[config.mk]
export PLATFORM = sky130hd
export DESIGN_NAME = sum_accum_flat
export DESIGN_NICKNAME = d
export VERILOG_FILES = /design/src/rtl/sum_accum_pkg.sv /design/src/rtl/sum_accum_if.sv /design/src/rtl/sum_accum_ctr.sv /design/src/rtl/sum_accum.sv /design/src/flat_wrapper.sv
export SDC_FILE = /design/constraint.sdc
export NUM_CORES = 1
export LEC_CHECK = 0
export BUFFER_PORTS_ARGS = -buffer_cell sky130_fd_sc_hd__buf_2
export CAP_MARGIN = 20
export CORE_MARGIN = 4
export CORE_UTILIZATION = 30
export DETAILED_ROUTE_END_ITERATION = 16
export GPL_TIMING_DRIVEN = 0
export MAX_ROUTING_LAYER = met4
export PLACE_DENSITY = 0.48
export RECOVER_POWER = 25
export SLEW_MARGIN = 15
export SYNTH_ARGS = -nofsm -noshare
export SYNTH_HDL_FRONTEND = slang
export SYNTH_HIERARCHICAL = 1
export SYNTH_SLANG_ARGS = --single-unit
[constraint.sdc]
create_clock -name clk -period 2.1 [get_ports clk]
set_input_delay 0.42 -clock clk [delete_from_list [all_inputs] [get_ports clk]]
set_output_delay 0.42 -clock clk [all_outputs]
set_load 0.02 [all_outputs]
[src/rtl/sum_accum_pkg.sv]
// Shared types and constants for the sum_accum block and its sample counter.
package sum_accum_pkg;

   typedef enum logic {
      ACCUM = 1'b0,
      HOLD  = 1'b1
   } state_t;

   localparam int Q_W = 2;

   function automatic int ctr_w(input int count);
      return $clog2(count + 1);
   endfunction

endpackage

[src/rtl/sum_accum_if.sv]
// Input sample stream and output result stream of sum_accum, bundled as one interface.
interface sum_accum_if #(
   parameter int WIDTH = 8
);
   import sum_accum_pkg::*;

   logic             in_valid;
   logic             in_ready;
   logic [Q_W-1:0]   in_q;
   logic             out_valid;
   logic             out_ready;
   logic [WIDTH-1:0] out_sum;
   logic             out_ovf;

   modport master (
      output in_valid, in_q, out_ready,
      input  in_ready, out_valid, out_sum, out_ovf
   );

   modport slave (
      input  in_valid, in_q, out_ready,
      output in_ready, out_valid, out_sum, out_ovf
   );

endinterface

[src/rtl/sum_accum_ctr.sv]
// Counts accepted samples; done_o flags the increment that completes a batch.
module sum_accum_ctr
   import sum_accum_pkg::*;
#(
   parameter int COUNT = 4
) (
   input  logic clk,
   input  logic reset,
   input  logic clear_i,
   input  logic inc_i,
   output logic done_o
);

   localparam int CW = ctr_w(COUNT);

   logic [CW-1:0] cnt_q;
   logic [CW-1:0] cnt_d;

   assign done_o = inc_i && (cnt_q == CW'(COUNT - 1));

   // next count: clear wins over increment
   always_comb begin
      cnt_d = cnt_q;
      if (clear_i) begin
         cnt_d = {CW{1'b0}};
      end else if (inc_i) begin
         cnt_d = cnt_q + CW'(1);
      end else begin
         cnt_d = cnt_q;
      end
   end

   // counter register
   always_ff @(posedge clk) begin
      if (reset) begin
         cnt_q <= {CW{1'b0}};
      end else begin
         cnt_q <= cnt_d;
      end
   end

endmodule

[src/rtl/sum_accum.sv]
// Accumulates COUNT 2-bit samples into a WIDTH-bit total with a sticky carry flag,
// then holds the result on a valid/ready output until it is taken.
module sum_accum
   import sum_accum_pkg::*;
#(
   parameter int WIDTH = 8,
   parameter int COUNT = 4
) (
   input logic       clk,
   input logic       reset,
   sum_accum_if.slave bus
);

   state_t           state_q;
   state_t           state_d;
   logic [WIDTH-1:0] acc_q;
   logic [WIDTH-1:0] acc_d;
   logic             ovf_q;
   logic             ovf_d;
   logic             accept;
   logic             done;
   logic             clear;
   logic [WIDTH:0]   sum_ext;

   assign bus.in_ready  = (state_q == ACCUM) && !reset;
   assign bus.out_valid = (state_q == HOLD);
   assign bus.out_sum   = acc_q;
   assign bus.out_ovf   = ovf_q;

   assign accept  = bus.in_valid && bus.in_ready;
   assign clear   = (state_q == HOLD) && bus.out_ready;
   // one extra bit captures the carry out of WIDTH
   assign sum_ext = {1'b0, acc_q} + {{(WIDTH + 1 - Q_W){1'b0}}, bus.in_q};

   sum_accum_ctr #(
      .COUNT (COUNT)
   ) u_ctr (
      .clk     (clk),
      .reset   (reset),
      .clear_i (clear),
      .inc_i   (accept),
      .done_o  (done)
   );

   // next-state and accumulator update
   always_comb begin
      state_d = state_q;
      acc_d   = acc_q;
      ovf_d   = ovf_q;
      case (state_q)
         ACCUM: begin
            if (accept) begin
               acc_d = sum_ext[WIDTH-1:0];
               ovf_d = ovf_q | sum_ext[WIDTH];
               if (done) begin
                  state_d = HOLD;
               end else begin
                  state_d = ACCUM;
               end
            end else begin
               state_d = ACCUM;
            end
         end
         HOLD: begin
            if (bus.out_ready) begin
               acc_d   = {WIDTH{1'b0}};
               ovf_d   = 1'b0;
               state_d = ACCUM;
            end else begin
               state_d = HOLD;
            end
         end
         default: begin
            state_d = ACCUM;
         end
      endcase
   end

   // state, accumulator and carry registers
   always_ff @(posedge clk) begin
      if (reset) begin
         state_q <= ACCUM;
         acc_q   <= {WIDTH{1'b0}};
         ovf_q   <= 1'b0;
      end else begin
         state_q <= state_d;
         acc_q   <= acc_d;
         ovf_q   <= ovf_d;
      end
   end

endmodule

[src/flat_wrapper.sv]
// flat-port wrapper written by rule: the top's interface ports become plain ports
module sum_accum_flat import sum_accum_pkg::*;
#(
   parameter int WIDTH = 8,
   parameter int COUNT = 4
)
  (clk, reset, bus_in_valid, bus_in_q, bus_out_ready, bus_in_ready, bus_out_valid, bus_out_sum, bus_out_ovf);
  sum_accum_if #(.WIDTH(WIDTH)) bus_i ();
  input logic clk;
  input logic reset;
  input wire logic [$bits(bus_i.in_valid)-1:0] bus_in_valid;
  input wire logic [$bits(bus_i.in_q)-1:0] bus_in_q;
  input wire logic [$bits(bus_i.out_ready)-1:0] bus_out_ready;
  output wire logic [$bits(bus_i.in_ready)-1:0] bus_in_ready;
  output wire logic [$bits(bus_i.out_valid)-1:0] bus_out_valid;
  output wire logic [$bits(bus_i.out_sum)-1:0] bus_out_sum;
  output wire logic [$bits(bus_i.out_ovf)-1:0] bus_out_ovf;
  assign bus_i.in_valid = bus_in_valid;
  assign bus_i.in_q = bus_in_q;
  assign bus_i.out_ready = bus_out_ready;
  assign bus_in_ready = bus_i.in_ready;
  assign bus_out_valid = bus_i.out_valid;
  assign bus_out_sum = bus_i.out_sum;
  assign bus_out_ovf = bus_i.out_ovf;
  sum_accum #(.WIDTH(WIDTH), .COUNT(COUNT)) u_core (.clk(clk), .reset(reset), .bus(bus_i));
endmodule
---- Word-level counts from Yosys, hierarchy flattened ----
Index checks and enable logic that the tools add are counted.
storage, ports and cells
  register bits after elaboration ......... 13
  input port bits ......................... 6
  output and inout bits ................... 11
  word-level logic and storage cells ...... 28
operators by class
  add/subtract/negate cells ............... 2
  eq/ne operators ......................... 3
  multiplexer cells ....................... 10
  bitwise logic cells ..................... 2
  reduce and logical (&&, ||, !) cells .... 7
operator list
  cell                                                                   number
  8-bit two-way mux                                                      2
  8-bit one-hot mux with 2 select lines                                  1
  8-bit by 2-bit adder with 9-bit output                                 1
  1-bit two-way mux                                                      5
  1-bit logical AND                                                      4
  2-bit inequality test, second input constant                           2
  1-bit one-hot mux with 2 select lines                                  2
  3-bit by 1-bit adder with 3-bit output, second input constant          1
  3-bit by 2-bit equality test with 1-bit output, second input constant  1
  2-bit AND reduction                                                    1
  2-bit OR reduction                                                     1
  1-bit zero test                                                        1
  1-bit inverter                                                         1
  1-bit bitwise OR                                                       1

---- Depth between registers and ports, before layout ----
  depth after elaboration ................. 7
  mapped depth ............................ 6
  mapped depth without buffers ............ 5

---- Hierarchy ----
Netlist, hierarchy kept.
modules (own cells, without submodules)
  module         times used  cells each  area an instance (µm²)  sequential area each (µm²)
  sum_accum      1           52          526.8                   200.2
  sum_accum_ctr  1           13          138.9                   60.1

---- Worst setup path before layout ----
Ideal clock, no wire load.
  kind .................................... in2reg
  start point ............................. input port bus_in_q[0]
  end point ............................... register u_core.acc_q[2] (netlist: u_core/bus.out_sum[2])
  library setup time ...................... 91 ps
  data arrival time ....................... 1434 ps
  required time ........................... 2009 ps
  setup slack ............................. 575 ps
  stages on the path ...................... 4
  path buffers ............................ 0
  cell sequence ........................... ha_1 -> fa_1 -> a21o_1 -> a311oi_1
between the ends
  longest elaborated chain between the ends .. 3
ends and longest elaborated chain
  item                                    RTL line            RTL
  start, declared                         flat_wrapper.sv:12  input wire logic [$bits(bus_i.in_q)-1:0] bus_in_q;
  8-bit by 2-bit adder with 9-bit output  sum_accum.sv:33     assign sum_ext = {1'b0, acc_q} + {{(WIDTH + 1 - Q_W){1'b0}}, bus.in_q};
  8-bit two-way mux                       sum_accum.sv:52     if (accept) begin
  8-bit one-hot mux with 2 select lines   sum_accum.sv:50     case (state_q)
  end signal, assigned                    sum_accum.sv:83     acc_q <= {WIDTH{1'b0}};
  end, declared                           sum_accum.sv:16     logic [WIDTH-1:0] acc_q;
Every way passes these cells. The select of a mux whose other input is x is not followed.
A chain may end at the register's enable or synchronous reset.

---- Final worst setup path ----
  start point ............................. register u_core.acc_q[0] (netlist: u_core/bus.out_sum[0])
  end point ............................... register u_core.acc_q[2] (netlist: u_core/bus.out_sum[2])
between the ends
  longest elaborated chain between the ends .. 3
ends and longest elaborated chain
  item                                    RTL line
  8-bit by 2-bit adder with 9-bit output  sum_accum.sv:33
  8-bit two-way mux                       sum_accum.sv:52
  8-bit one-hot mux with 2 select lines   sum_accum.sv:50
Every way passes these cells. The select of a mux whose other input is x is not followed.

==> flow_summary.json <==
{
  "combPwrFrac_pct": 14.7,
  "synthDistinctLibCells": 30,
  "nets": 97,
  "grt_overflow": 0,
  "fp.dieW_um": 55.1,
  "htree_levels": 1,
  "io_buffers": 16,
  "clock-sinks": 13,
  "cts_tree": "yes",
  "grt_first_pass_wirelength_um": 2280,
  "hold-path-cell-count": 2,
  "share_seq_of_total_power_pct": 54.2,
  "min_period_over_period_pct": 72.4,
  "finalSetupTns_ns": 0,
  "synth_most_common_cell": "dfxtp_1",
  "timing.slew.headroom_pct": 60.4,
  "gr-usage-met2_pct": 15.0,
  "clk-insertion-delay-late_ns": 0.27,
  "crit_type": "flip-flop to flip-flop",
  "clkSlewWorstSetupHoldPaths_ns": 0.08,
  "grt_pass1_vias": 504,
  "die_area_um2": 3040,
  "cp-end-kind": "flip-flop",
  "worstPathArrival_ns": 1.71,
  "gp_congestion": 0.648,
  "die_height_um": 55.1,
  "n_antenna_cell": 0,
  "hold_viol": 0,
  "yosys.area.top_type": "dfxtp_1",
  "grtUsageTotal_pct": 10.9,
  "worst-path-max-fanout": 5,
  "core-area_um2": 2040,
  "rsz0062_at_grt": "false",
  "final_area_um2": 798,
  "syn_to_final_growth_pct": 19.9,
  "use_met1_pct": 14.2,
  "p_clk_share_pct": 31.2,
  "vdd_drop_max_v": 0.000269,
  "fin_skew_ns": 0.00397,
  "status": "complete, no violations",
  "p_per_area_nw_per_um2": 616,
  "syn_avg_cell_area_um2": 10.2,
  "critical_path_required_ns": 2.28,
  "busiest_layer": "met2",
  "cts_buffer_depth": 2,
  "cp_slowest_cell": "fa_1",
  "vias_per_cell": 4.74,
  "hp-class": "primary input to flip-flop",
  "io_pins": 17,
  "syn_nets": 76,
  "utilization_pct": 39.1,
  "worstMarginPinSlew_ns": 0.593,
  "intPower_uw": 361,
  "dp_hpwl_um": 965,
  "antenna_found_initial": 0,
  "ant_nets": 0,
  "p_leak_nw": 0.341,
  "ctsHoldBuffers": 0,
  "drc": 0,
  "num_vias": 531,
  "reg2reg_depth": 4,
  "grt_max_degree": 14,
  "p_switching_uw": 130,
  "finalSetupViolCount": 0,
  "numCtsBuffers": 3,
  "fmax_mhz": 658,
  "critPathLaunchType": "flip-flop",
  "worstPathCellList": "ha_1 -> fa_1 -> a21o_1 -> a311oi_1",
  "routed_wl_um": 1300,
  "post_cts_resized": 0,
  "maxCapViolCount": 0,
  "ys_warn_count": 6,
  "synth_cells": 65,
  "synthTopCellsByArea": "dfxtp_1 (39%), ha_1 (7.5%), xor2_1 (5.3%)",
  "timing.final.crit_period_ns": 1.52,
  "synth_area_um2": 666,
  "sw_frac_of_total_pct": 26.5,
  "start_util_pct": 32.6,
  "finalMaxSlewViolations": 0,
  "ys_seq_elements": 13,
  "drive_above_1_share_pct": 22.4,
  "post_dp_cell_area_um2": 779,
  "cts_root_buf": "clkbuf_4",
  "wire_per_inst_um": 11.6,
  "post-cts-setup-buffers": 0,
  "netlist.area_leader.share_pct": 39.1,
  "async_reset_ff_share_pct": 0,
  "synth_ff_type": "dfxtp_1",
  "grt.met3_usage_pct": 2.41,
  "drt-initial-drc-count": 13,
  "rows": 16,
  "ys_seq_area_share_pct": 39.1,
  "synth-edff-count": 0,
  "first_pass_iters": 4,
  "cp_slowest_stage_delay_ns": 0.47,
  "synthTopCellsByCount": "dfxtp_1 (13), nor2_1 (7), ha_1 (4), xor2_1 (4)"
}
kinds of logic after synthesis:
kind of cell | count (synthesis) | share of synthesized area [%]
and+or+nand+nor | 21 | 18.6
AOI/OAI and AO/OA | 16 | 19.2
DFF | 13 | 39.1
xor gates and xnor gates | 5 | 6.58
adders and majority gates | 5 | 10.5
buffers and inverters | 4 | 4.51
muxes | 1 | 1.50
stage by stage:
step | cells | hold WS (ns) | worst slack, ns | power [mW]
finish | 112 | 0.447 | 0.579 | 0.491
global route | 112 | 0.453 | 0.388 | 0.521
CTS | 112 | 0.443 | 0.534 | 0.504
detailed placement | 108 | 0.462 | 0.379 | 0.346
global placement | 108 | 0.463 | 0.369 | 0.345
floorplan | 65 | 0.464 | 0.575 | 0.320
power by group through the flow:
stage                     clock, mW  sequential, mW  combinational (mW)
after floorplan                   0           0.278              0.0411
after global placement            0           0.272              0.0725
after detailed placement          0           0.272              0.0734
after CTS                     0.164           0.267              0.0739
after global routing          0.171           0.268              0.0814
final                         0.153           0.266              0.0720
final timing paths:
check	startpoint	to	slack (ns)
min reg2reg	u_core/bus.out_ovf	u_core/bus.out_ovf	0.48
min	reset	u_core/bus.out_valid	0.45
max reg2reg	u_core/bus.out_sum[0]	u_core/bus.out_sum[2]	0.58
max	u_core/bus.out_sum[0]	u_core/bus.out_sum[2]	0.58
layout make-up:
cell class / instances / area (µm²)
Buffer: 2 / 22.5
Multi-Input combinational cell: 48 / 375
Sequential cell: 13 / 260
Timing Repair Buffer: 16 / 72.6
Tap cell: 27 / 33.8
Inverter: 2 / 7.51
Clock buffer: 4 / 26.3
Fill cell: 240 / 1240
cell usage in the layout (no fill, tap or decap), drive strengths merged:
| cell | synthesis | final |
|---|---|---|
| nor2 | 8 | 8 |
| o2111ai | 2 | 2 |
| xnor2 | 1 | 1 |
| nor2b | 1 | 1 |
| nor3 | 2 | 2 |
| inv | 2 | 2 |
| a311oi | 2 | 2 |
| or2 | 1 | 1 |
| ha | 4 | 4 |
| a2111oi | 1 | 1 |
| xor2 | 4 | 4 |
| o21a | 1 | 1 |
| nand2b | 1 | 1 |
| buf | 2 | 12 |
| a22o | 2 | 2 |
| o211ai | 2 | 2 |
| nor3b | 1 | 1 |
| a21oi | 2 | 2 |
| a41oi | 2 | 2 |
| mux2i | 1 | 1 |
| fa | 1 | 1 |
| nand2 | 2 | 2 |
| and2 | 2 | 2 |
| dfxtp | 13 | 13 |
| and3 | 1 | 1 |
| nand3 | 1 | 1 |
| and4 | 1 | 1 |
| a21o | 2 | 2 |
| clkbuf | 0 | 10 |
registers in the layout (all words and copies together), names as in the netlist:
register,count
u_core/bus.out_ovf,1
u_core/u_ctr/cnt_q,3
u_core/bus.out_sum,8
u_core/bus.out_valid,1
layer usage:
layer	wire, µm	vias up	part of all wire [%]
li1	-	278	-
met1	651	240	50
met2	554	11	43
met3	72	2	5.6
met4	18	0	1.4
met5	0	-	0
critical path: cells and delay by family, from the launching register on:
kind | cells | cell delay (ns)
adders and majority gates | 2 | 0.68
DFF | 1 | 0.33
AOI/OAI and AO/OA | 2 | 0.43
(Power assumes the default switching activity.)
